<file path="config.mk">
export PLATFORM = sky130hd
export DESIGN_NAME = pipe_addsub
export DESIGN_NICKNAME = d
export VERILOG_FILES = /design/src/rtl/pipe_addsub.sv
export SDC_FILE = /design/constraint.sdc
export NUM_CORES = 1
export LEC_CHECK = 0
export CORE_MARGIN = 10
export CORE_UTILIZATION = 40
export DETAILED_ROUTE_END_ITERATION = 12
export SLEW_MARGIN = 20
export SYNTH_ARGS = -nofsm -noshare
export SYNTH_HDL_FRONTEND = slang
export SYNTH_SLANG_ARGS = --single-unit
</file>
<file path="constraint.sdc">
create_clock -name clk -period 6.3 [get_ports clk]
set_input_delay 1.89 -clock clk [delete_from_list [all_inputs] [get_ports clk]]
set_output_delay 1.89 -clock clk [all_outputs]
set_load 0.1 [all_outputs]
</file>
<file path="src/rtl/pipe_addsub.sv">
// Pipelined WIDTH-bit adder/subtractor: the carry chain is cut into STAGES chunks,
// one chunk resolved per clock, with valid/ready handshakes on both sides.
module pipe_addsub #(
    parameter int WIDTH  = 16,
    parameter int STAGES = 4
) (
    input  logic             clk,
    input  logic             rst_n,
    input  logic             in_valid,
    output logic             in_ready,
    input  logic [WIDTH-1:0] a,
    input  logic [WIDTH-1:0] b,
    input  logic             cin,
    input  logic             op_sub,
    output logic             out_valid,
    input  logic             out_ready,
    output logic [WIDTH-1:0] s,
    output logic             cout,
    output logic             ovf
);
    localparam int CHUNK = WIDTH / STAGES;

    function automatic logic [CHUNK:0] chunk_add(input logic [CHUNK-1:0] x,
                                                 input logic [CHUNK-1:0] y,
                                                 input logic             c);
        return {1'b0, x} + {1'b0, y} + {{CHUNK{1'b0}}, c};
    endfunction

    logic             stall;
    logic [WIDTH-1:0] b_eff;
    logic             c0;

    // Subtraction is a + ~b + ~cin, so a borrow-in becomes a dropped carry-in.
    assign b_eff = op_sub ? ~b : b;
    assign c0    = op_sub ? ~cin : cin;

    for (genvar k = 0; k < STAGES; k++) begin : stg
        localparam int SW = (k + 1) * CHUNK;

        logic [CHUNK-1:0] xa;
        logic [CHUNK-1:0] yb;
        logic             c_in;
        logic             sa_in;
        logic             sb_in;
        logic             v_in;
        logic [SW-1:0]    sum_nxt;
        logic [CHUNK:0]   r;

        logic [SW-1:0]    sum_p;
        logic             c_p;
        logic             sa_p;
        logic             sb_p;
        logic             vld_p;

        assign r = chunk_add(xa, yb, c_in);

        if (k == 0) begin : g_in
            assign xa      = a[CHUNK-1:0];
            assign yb      = b_eff[CHUNK-1:0];
            assign c_in    = c0;
            assign sa_in   = a[WIDTH-1];
            assign sb_in   = b_eff[WIDTH-1];
            assign v_in    = in_valid;
            assign sum_nxt = r[CHUNK-1:0];
        end else begin : g_in
            assign xa      = stg[k-1].g_skew.opa_p[CHUNK-1:0];
            assign yb      = stg[k-1].g_skew.opb_p[CHUNK-1:0];
            assign c_in    = stg[k-1].c_p;
            assign sa_in   = stg[k-1].sa_p;
            assign sb_in   = stg[k-1].sb_p;
            assign v_in    = stg[k-1].vld_p;
            assign sum_nxt = {r[CHUNK-1:0], stg[k-1].sum_p};
        end

        // ---- stage k boundary: resolved sum chunks, carry, sign bits, valid ----
        always_ff @(posedge clk) begin
            if (!rst_n) begin
                vld_p <= 1'b0;
                sum_p <= '0;
                c_p   <= 1'b0;
                sa_p  <= 1'b0;
                sb_p  <= 1'b0;
            end else if (!stall) begin
                vld_p <= v_in;
                sum_p <= sum_nxt;
                c_p   <= r[CHUNK];
                sa_p  <= sa_in;
                sb_p  <= sb_in;
            end
        end

        // Operand chunks not consumed yet; each stage peels off the lowest one.
        if (k < STAGES - 1) begin : g_skew
            localparam int UW = WIDTH - SW;
            logic [UW-1:0] opa_p;
            logic [UW-1:0] opb_p;

            if (k == 0) begin : g_src
                always_ff @(posedge clk) begin
                    if (!stall) begin
                        opa_p <= a[WIDTH-1:CHUNK];
                        opb_p <= b_eff[WIDTH-1:CHUNK];
                    end
                end
            end else begin : g_src
                always_ff @(posedge clk) begin
                    if (!stall) begin
                        opa_p <= stg[k-1].g_skew.opa_p[UW+CHUNK-1:CHUNK];
                        opb_p <= stg[k-1].g_skew.opb_p[UW+CHUNK-1:CHUNK];
                    end
                end
            end
        end
    end

    assign out_valid = stg[STAGES-1].vld_p;
    assign stall     = out_valid && !out_ready;
    assign in_ready  = !stall;

    assign s    = stg[STAGES-1].sum_p;
    assign cout = stg[STAGES-1].c_p;
    assign ovf  = (stg[STAGES-1].sa_p == stg[STAGES-1].sb_p) && (s[WIDTH-1] != stg[STAGES-1].sa_p);
endmodule

</file>
* After elaboration in Yosys (flattened, before gate mapping)
Index checks and enable logic that the tools add are counted.
Storage, ports and cells: bits in registers 104, input port bits 38, output and inout port bits 20, logic and storage cells 44
Operators by class: $add $sub $neg 8, equal/unequal tests 2, mux-type cells 2, bitwise gates (word level) 2, reduce and logical (&&, ||, !) cells 4
Operator list (number):
- 4-bit by 4-bit adder with 5-bit output | 4
- 5-bit by 1-bit adder with 5-bit output | 4
- 16-bit 2-to-1 mux | 1
- 16-bit inverter | 1
- 1-bit logical AND | 2
- 1-bit zero test | 2
- 1-bit equality test | 1
- 1-bit 2-to-1 mux | 1
- 1-bit inequality test | 1
- 1-bit inverter | 1

* Depth between registers and ports, before layout
Gate-level depths: netlist of the first run.
depth after elaboration 4, mapped depth 8

* Least setup slack after synthesis of the first run
OpenSTA, ideal clock, no wires.
kind in2out, start point in out_ready, end point out in_ready, arrival 3129 ps, required time 4410 ps, slack 1281 ps, stages 4, buffers on the path 2, path through nor2b_4 > buf_6 > inv_4 > buf_2
Between the ends: cells in the longest elaborated chain, start to end 3
RTL lines:
- from (decl) | line 16 | input logic out_ready,
- 1-bit zero test | line 117 | assign stall = out_valid && !out_ready;
- 1-bit logical AND | line 117
- 1-bit zero test | line 118 | assign in_ready = !stall;
- to (decl) | line 10 | output logic in_ready,
Every way passes these cells.

* Final worst setup path of the first run
Ends and elaborated chain as after synthesis.

==> results.md, run 1 <==
* Worst Hold Depth at 0
* Fin Setup TNS at 0 ps
* CP top delay family: buffers and inverters
* CTS clk-pin slew, worst paths at 100 ps
* Pre-antenna DRT Iters at 4
* Crit-path max cell delay at 440 ps
* Detailed Place HPWL at 5049 microns
* Largest net degree at the start of global routing at 68
* Antenna violations before repair at 0
* Total grt overflow at 0
* Count of cell types in the netlist at 30
* Cell-internal power at 1.022 mW
* HP Class: flip-flop to flip-flop
* Worst Path Max Fanout at 2
* Ports at 58
* Placed cell count at 538
* Startpoint Class: input pin
* Slowest cell on crit path: clkdlybuf4s50_1
* Final GP Congestion at 0.7502
* Seq pwr share at 0.551
* Final hold slack at 423.8 ps
* Synth Register Bits at 104
* Via count at 2593
* Share of cells above drive strength 1 at 0.05463
* Most frequent cells in the layout: nand2_1, dfxtp_1, clkdlybuf4s50_1
* Status: completed
* Tcrit/Tclk final at 0.7398
* CP bufs+invs at 3
* Net load switching power at 437.5 uW
* Clock Latency Late Sink at 360 ps
* Final ANT Viol Nets at 0
* Max-cap violations at 0
* Worst EP required at 4410 ps
* CP Capture Type: output pin
* Max Buffers Root-to-Sink at 2
* CTS Buf Count at 9
* Average cell area after synthesis at 11.27 sq um
* Synth Instances at 364
* Overall die height at 121.3 microns
* CTS tree: yes
* Combinational Power Share at 0.189
* Cell Count, Final, Fillers Out at 554
* Yosys warnings at 0
* Core footprint at 9864 sq um
* WS Path Type: input pin to output pin
* GRT Overall Usage at 0.1066
* FMAX at 214.6 MHz
* Post-synth top area cell: edfxtp_1
* Rows at 36
* # fillers at 915
* Commonest non-fill, non-tap cell in the layout: nand2_1
* Synth area leaders: edfxtp_1, dfxtp_1, nand2_1
* DRT Wirelength at 7669 microns
* Stages on worst setup path at 4
* Number of global-route vias before repair at 2529
* H-Tree Depth at 3
* Slew @ Worst Pin at 984.0 ps
* Max-Slew Margin vs Limit at 0.3420
* Global-route wire length before repair at 12540 microns
* Clock Power Share at 0.260
* RSZ-0062 raised after global routing: false
* Die Area at 14700 sq um
* Cell Chain, Critical Path: clkdlybuf4s50_1 > nor2b_4 > inv_4 > buf_12
* IO buf count at 57
* Die width at 121.3 microns
* Lkg Pwr at 1.865 nW
* Critical path arrival at 2770 ps
* Reg2reg path depth at 6
* Final setup violation count at 0
* Register area at 2562 sq um
* P&R area growth vs syn at 20.50%
* Area of the multi-input gates at 1385 sq um
* Fin. Hold Viols at 0
* Ant. Diodes at 0
* Post-synthesis cell area at 4101 sq um
* Pwr/cell area at 295.3 nW/um^2
* Minimum clock period at 4660 ps
* Sequential area share after synthesis at 0.6248
* Effective utilization at floorplan at 0.4158
* Post-route DRC at 0
* First-iteration detailed-routing DRC count at 197
* Sink Count at 104
* Syn Nets at 422
* Post-cts sizing count at 0
* Post-CTS Setup Inserts at 0
* Total power at 1.459 mW
* Hold buffers post-CTS at 0
* Layout Skew at 7.985 ps
* Clk root buf: clkbuf_8
* Routed len/inst at 13.84 microns
* Final slew viol count at 0
* Nets at 474
* Sw Share at 0.2998
* Maximum VDD drop at 142.9 uV
* Top cell type's share of synthesized area at 0.3514
* Via/cell ratio at 4.681
-- layer usage --
layer | up-vias | wire [microns] | share of wire | global-route usage
met3 | 8 | 384 | 0.050 | 0.03071
met5 | - | 0 | 0 | 0
li1 | 1343 | - | - | -
met2 | 57 | 3339 | 0.44 | 0.1582
met4 | 0 | 110 | 0.014 | 0.04247
met1 | 1185 | 3835 | 0.50 | 0.1432
-- area by class of cell --
type,count,share of cell area
Multi-Input combinational cell,230,0.2803
Clock buffer,9,0.02506
Sequential cell,104,0.5185
Inverter,10,0.008101
Tap cell,133,0.03367
Clock inverter,7,0.01089
Timing Repair Buffer,61,0.1235
-- through the flow --
step	utilization	worst slack, ps	instance area (sq um)
after global routing	0.5010	1618	4942
after CTS	0.5010	1628	4942
final	0.5010	1640	4942
after detailed placement	0.4830	1632	4765
after global placement	0.4830	1629	4765
after floorplan	-	1281	4101
-- worst paths after layout --
kind	start	to	slack [ps]
setup / recovery	out_ready	in_ready	1640
hold / removal	stg[0].g_skew.opb_p[6]	stg[1].g_skew.opb_p[2]	420
setup reg to reg	out_valid	s[15]	4220
hold reg to reg	stg[0].g_skew.opb_p[6]	stg[1].g_skew.opb_p[2]	420
-- logic make-up after synthesis --
| logic type | after synthesis | share of synthesized area |
|---|---|---|
| buffers and inverters | 30 | 0.03752 |
| AOI/OAI and AO/OA | 73 | 0.1016 |
| and+or+nand+nor | 116 | 0.1156 |
| adders and majority gates | 20 | 0.07565 |
| DFF | 104 | 0.6248 |
| xor gates and xnor gates | 21 | 0.04484 |
-- registers in the layout, indices dropped and copies added (netlist names) --
signal and count:
stg.sb_p 4, cout 1, stg.sum_p 24, s 16
stg.c_p 3, stg.sa_p 4, out_valid 1, stg.vld_p 3
stg.g_skew.opb_p 24, stg.g_skew.opa_p 24
-- power by group through the flow --
stage	sequential [mW]	clock (mW)	combinational, mW
global route	0.811	0.426	0.302
CTS	0.804	0.395	0.278
global placement	0.818	0	0.272
floorplan	0.892	0	0.119
finish	0.803	0.380	0.276
detailed placement	0.819	0	0.276
-- cells in the mapped netlist, drive strengths merged --
cell     instances
a2111o           3
a2111oi          1
a211o            1
a211oi           5
a21o             2
a21oi           51
and2             1
and3             2
buf             17
clkbuf           3
dfxtp           56
edfxtp          48
fa               8
ha              12
inv             10
nand2           87
nand3            9
nand3b           1
nor2            12
nor2b            3
nor3             1
o211ai           3
o21ai            7
xnor2            4
xor2            17
(Power assumes the default switching activity.)
==> run 2, diff against run 1 <==
Clock period 6.3 ns to 4.6 ns, I/O delays scaled along.
==> run 2 against run 1 <==
  * Count of clock-buffer cells in the layout is 1 higher
  * Die area stayed put
  * Critical endpoint unchanged
  * Worst setup slack worse by 670 ps
  * Combinational power is 36% higher
  * Critical path type unchanged
  * Highest routed layer unchanged
  * First-iteration DRC count is 17% higher
  * Register-to-register slack worse by 1400 ps
  * Power is 43% higher
  * Sequential cell count stayed put
==> results.md, run 2 (synthesis results as in run 1) <==
* HP Class: flip-flop to flip-flop
* RSZ-0062 raised after global routing: false
* Global-route wire length before repair at 12210 microns (-2.7%)
* Sw Share at 0.2790 (-0.02077)
* Net load switching power at 582.5 uW (+33%)
* Maximum VDD drop at 235.5 uV (+65%)
* Tcrit/Tclk final at 0.7886
* Antenna violations before repair at 0 (unchanged)
* Clk root buf: clkbuf_8
* Met2 usage at 0.1480 (-0.01020)
* Post-CTS Setup Inserts at 0 (unchanged)
* CTS Buf Count at 9 (unchanged)
* Area of the multi-input gates at 1385 sq um (unchanged)
* Max-cap violations at 0 (unchanged)
* Most frequent cells in the layout: nand2_1, dfxtp_1, clkdlybuf4s50_1
* Detailed Place HPWL at 5115 microns (+1.3%)
* CTS tree: yes
* Lkg Pwr at 1.882 nW (+0.93%)
* Post-cts sizing count at 0 (unchanged)
* Post-route DRC at 0 (unchanged)
* First-iteration detailed-routing DRC count at 230 (+17%)
* Fin. Hold Viols at 0 (unchanged)
* Combinational Power Share at 0.180 (-0.009)
* Crit-path max cell delay at 440 ps (about the same)
* Critical path arrival at 2250 ps (-520 ps)
* Die Area at 14700 sq um (unchanged)
* Max-Slew Margin vs Limit at 0.3440 (+0.002040)
* H-Tree Depth at 3 (unchanged)
* Slew @ Worst Pin at 980.9 ps (-3.051 ps)
* Final slew viol count at 0 (unchanged)
* Rows at 36 (unchanged)
* CTS clk-pin slew, worst paths at 90 ps (about the same)
* Nets at 474 (unchanged)
* Routing usage on met1 at 0.1444 (+0.001259)
* M3 GR Usage at 0.03769 (+0.006980)
* P&R area growth vs syn at 21.54%
* Pre-antenna DRT Iters at 4 (unchanged)
* Via/cell ratio at 4.697 (+0.35%)
* Commonest non-fill, non-tap cell in the layout: nand2_1
* Ant. Diodes at 0 (unchanged)
* Clock Latency Late Sink at 350 ps (about the same)
* Worst Path Max Fanout at 3 (+1)
* Final hold slack at 421.3 ps (-2.495 ps)
* Busiest grt layer: met2
* Fin Setup TNS at 0 ps (unchanged)
* Status: completed
* Overall die height at 121.3 microns (unchanged)
* Minimum clock period at 3628 ps
* Cell Chain, Critical Path: clkdlybuf4s50_1 > nor2b_4 > inv_4 > buf_12
* FMAX at 275.7 MHz
* # fillers at 890 (-2.7%)
* Die width at 121.3 microns (unchanged)
* Final worst slack at 972.5 ps (-667.1 ps)
* Slowest cell on crit path: clkdlybuf4s50_1
* DRT Wirelength at 7631 microns (-0.50%)
* Hold buffers post-CTS at 0 (unchanged)
* Pwr/cell area at 418.8 nW/um^2 (+42%)
* Share of cells above drive strength 1 at 0.05463 (unchanged)
* Final ANT Viol Nets at 0 (unchanged)
* Register area at 2562 sq um (unchanged)
* Cell-internal power at 1.505 mW (+47%)
* Ports at 58 (unchanged)
* Clock Power Share at 0.293 (+0.033)
* Seq pwr share at 0.527 (-0.024)
* Number of global-route vias before repair at 2458 (-2.8%)
* Core footprint at 9864 sq um (unchanged)
* Layout Skew at 12.89 ps (+4.908 ps)
* Place WS at 953.3 ps (-679.0 ps)
* Via count at 2602 (+0.35%)
* Effective utilization at floorplan at 0.4158 (unchanged)
* Worst EP required at 3220 ps (-1190 ps)
* Final GP Congestion at 0.7896 (+5.3%)
* WS Path Type: input pin to output pin
* Total grt overflow at 0 (unchanged)
* Top flop regs: stg.g_skew.opa_p: 24 flops, stg.g_skew.opb_p: 24 flops, stg.sum_p: 24 flops
* Largest net degree at the start of global routing at 65 (-4.4%)
* GRT Overall Usage at 0.1044 (-0.002191)
* Sink Count at 104 (unchanged)
* IO buf count at 57 (unchanged)
* Routed len/inst at 13.77 microns (-0.50%)
* Max Buffers Root-to-Sink at 2 (unchanged)
* Startpoint Class: input pin
* CP Capture Type: output pin
* Final setup violation count at 0 (unchanged)
==> run 2: cell types whose count changed in the layout (fill, tap and decap cells not counted) <==
cell,change
bufinv_16,+2
clkbuf_1,+1
clkinv_1,-1
clkinvlp_2,-1
clkinvlp_4,+1
inv_6,-1
inv_8,-1
==> run 2: worst max-delay path, delay by kind of cell <==
| kind | cells | cell delay [ps] |
|---|---|---|
| and+or+nand+nor | 1 | 180 |
| buffers and inverters | 3 | 670 |
==> run 2: cell type report <==
type / count / area share
flip-flops and latches: 104 / 0.5141
clock inverters: 6 / 0.01857
well taps: 133 / 0.03338
inverters: 10 / 0.008032
repair buffers: 61 / 0.1225
multi-input cells: 230 / 0.2779
clock buffers: 10 / 0.02560
==> run 2: path summary, 6_finish.rpt <==
| kind | depth (start not counted) | slack, ps | start | to |
|---|---|---|---|---|
| hold reg to reg | 0 | 420 | stg[1].g_skew.opb_p[7] | stg[2].g_skew.opb_p[3] |
| setup / recovery | 4 | 970 | out_ready | in_ready |
| hold / removal | 0 | 420 | stg[1].g_skew.opb_p[7] | stg[2].g_skew.opb_p[3] |
| setup reg to reg | 5 | 2800 | stg[2].g_skew.opa_p[0] | cout |
==> run 2: per-stage QoR <==
stage	instances	power, mW	area [sq um]	utilization
6_report	554	2.088	4985	0.5053
5_1_grt	554	2.189	4985	0.5053
4_1_cts	554	2.115	4985	0.5053
3_5_place_dp	538	1.498	4765	0.4830
3_3_place_gp	538	1.492	4765	0.4830
2_1_floorplan	364	1.384	4101	-
==> run 2: power by group through the flow <==
stage	logic (mW)	clock network, mW	registers [mW]
2_1_floorplan	0.162	0	1.22
3_3_place_gp	0.372	0	1.12
3_5_place_dp	0.376	0	1.12
4_1_cts	0.380	0.635	1.10
5_1_grt	0.408	0.672	1.11
6_report	0.376	0.612	1.10
==> run 2: metal layers <==
metal	up-vias	wire, microns
met5	-	0
met4	0	72
met3	6	526
met2	66	3342
met1	1190	3690
li1	1340	-
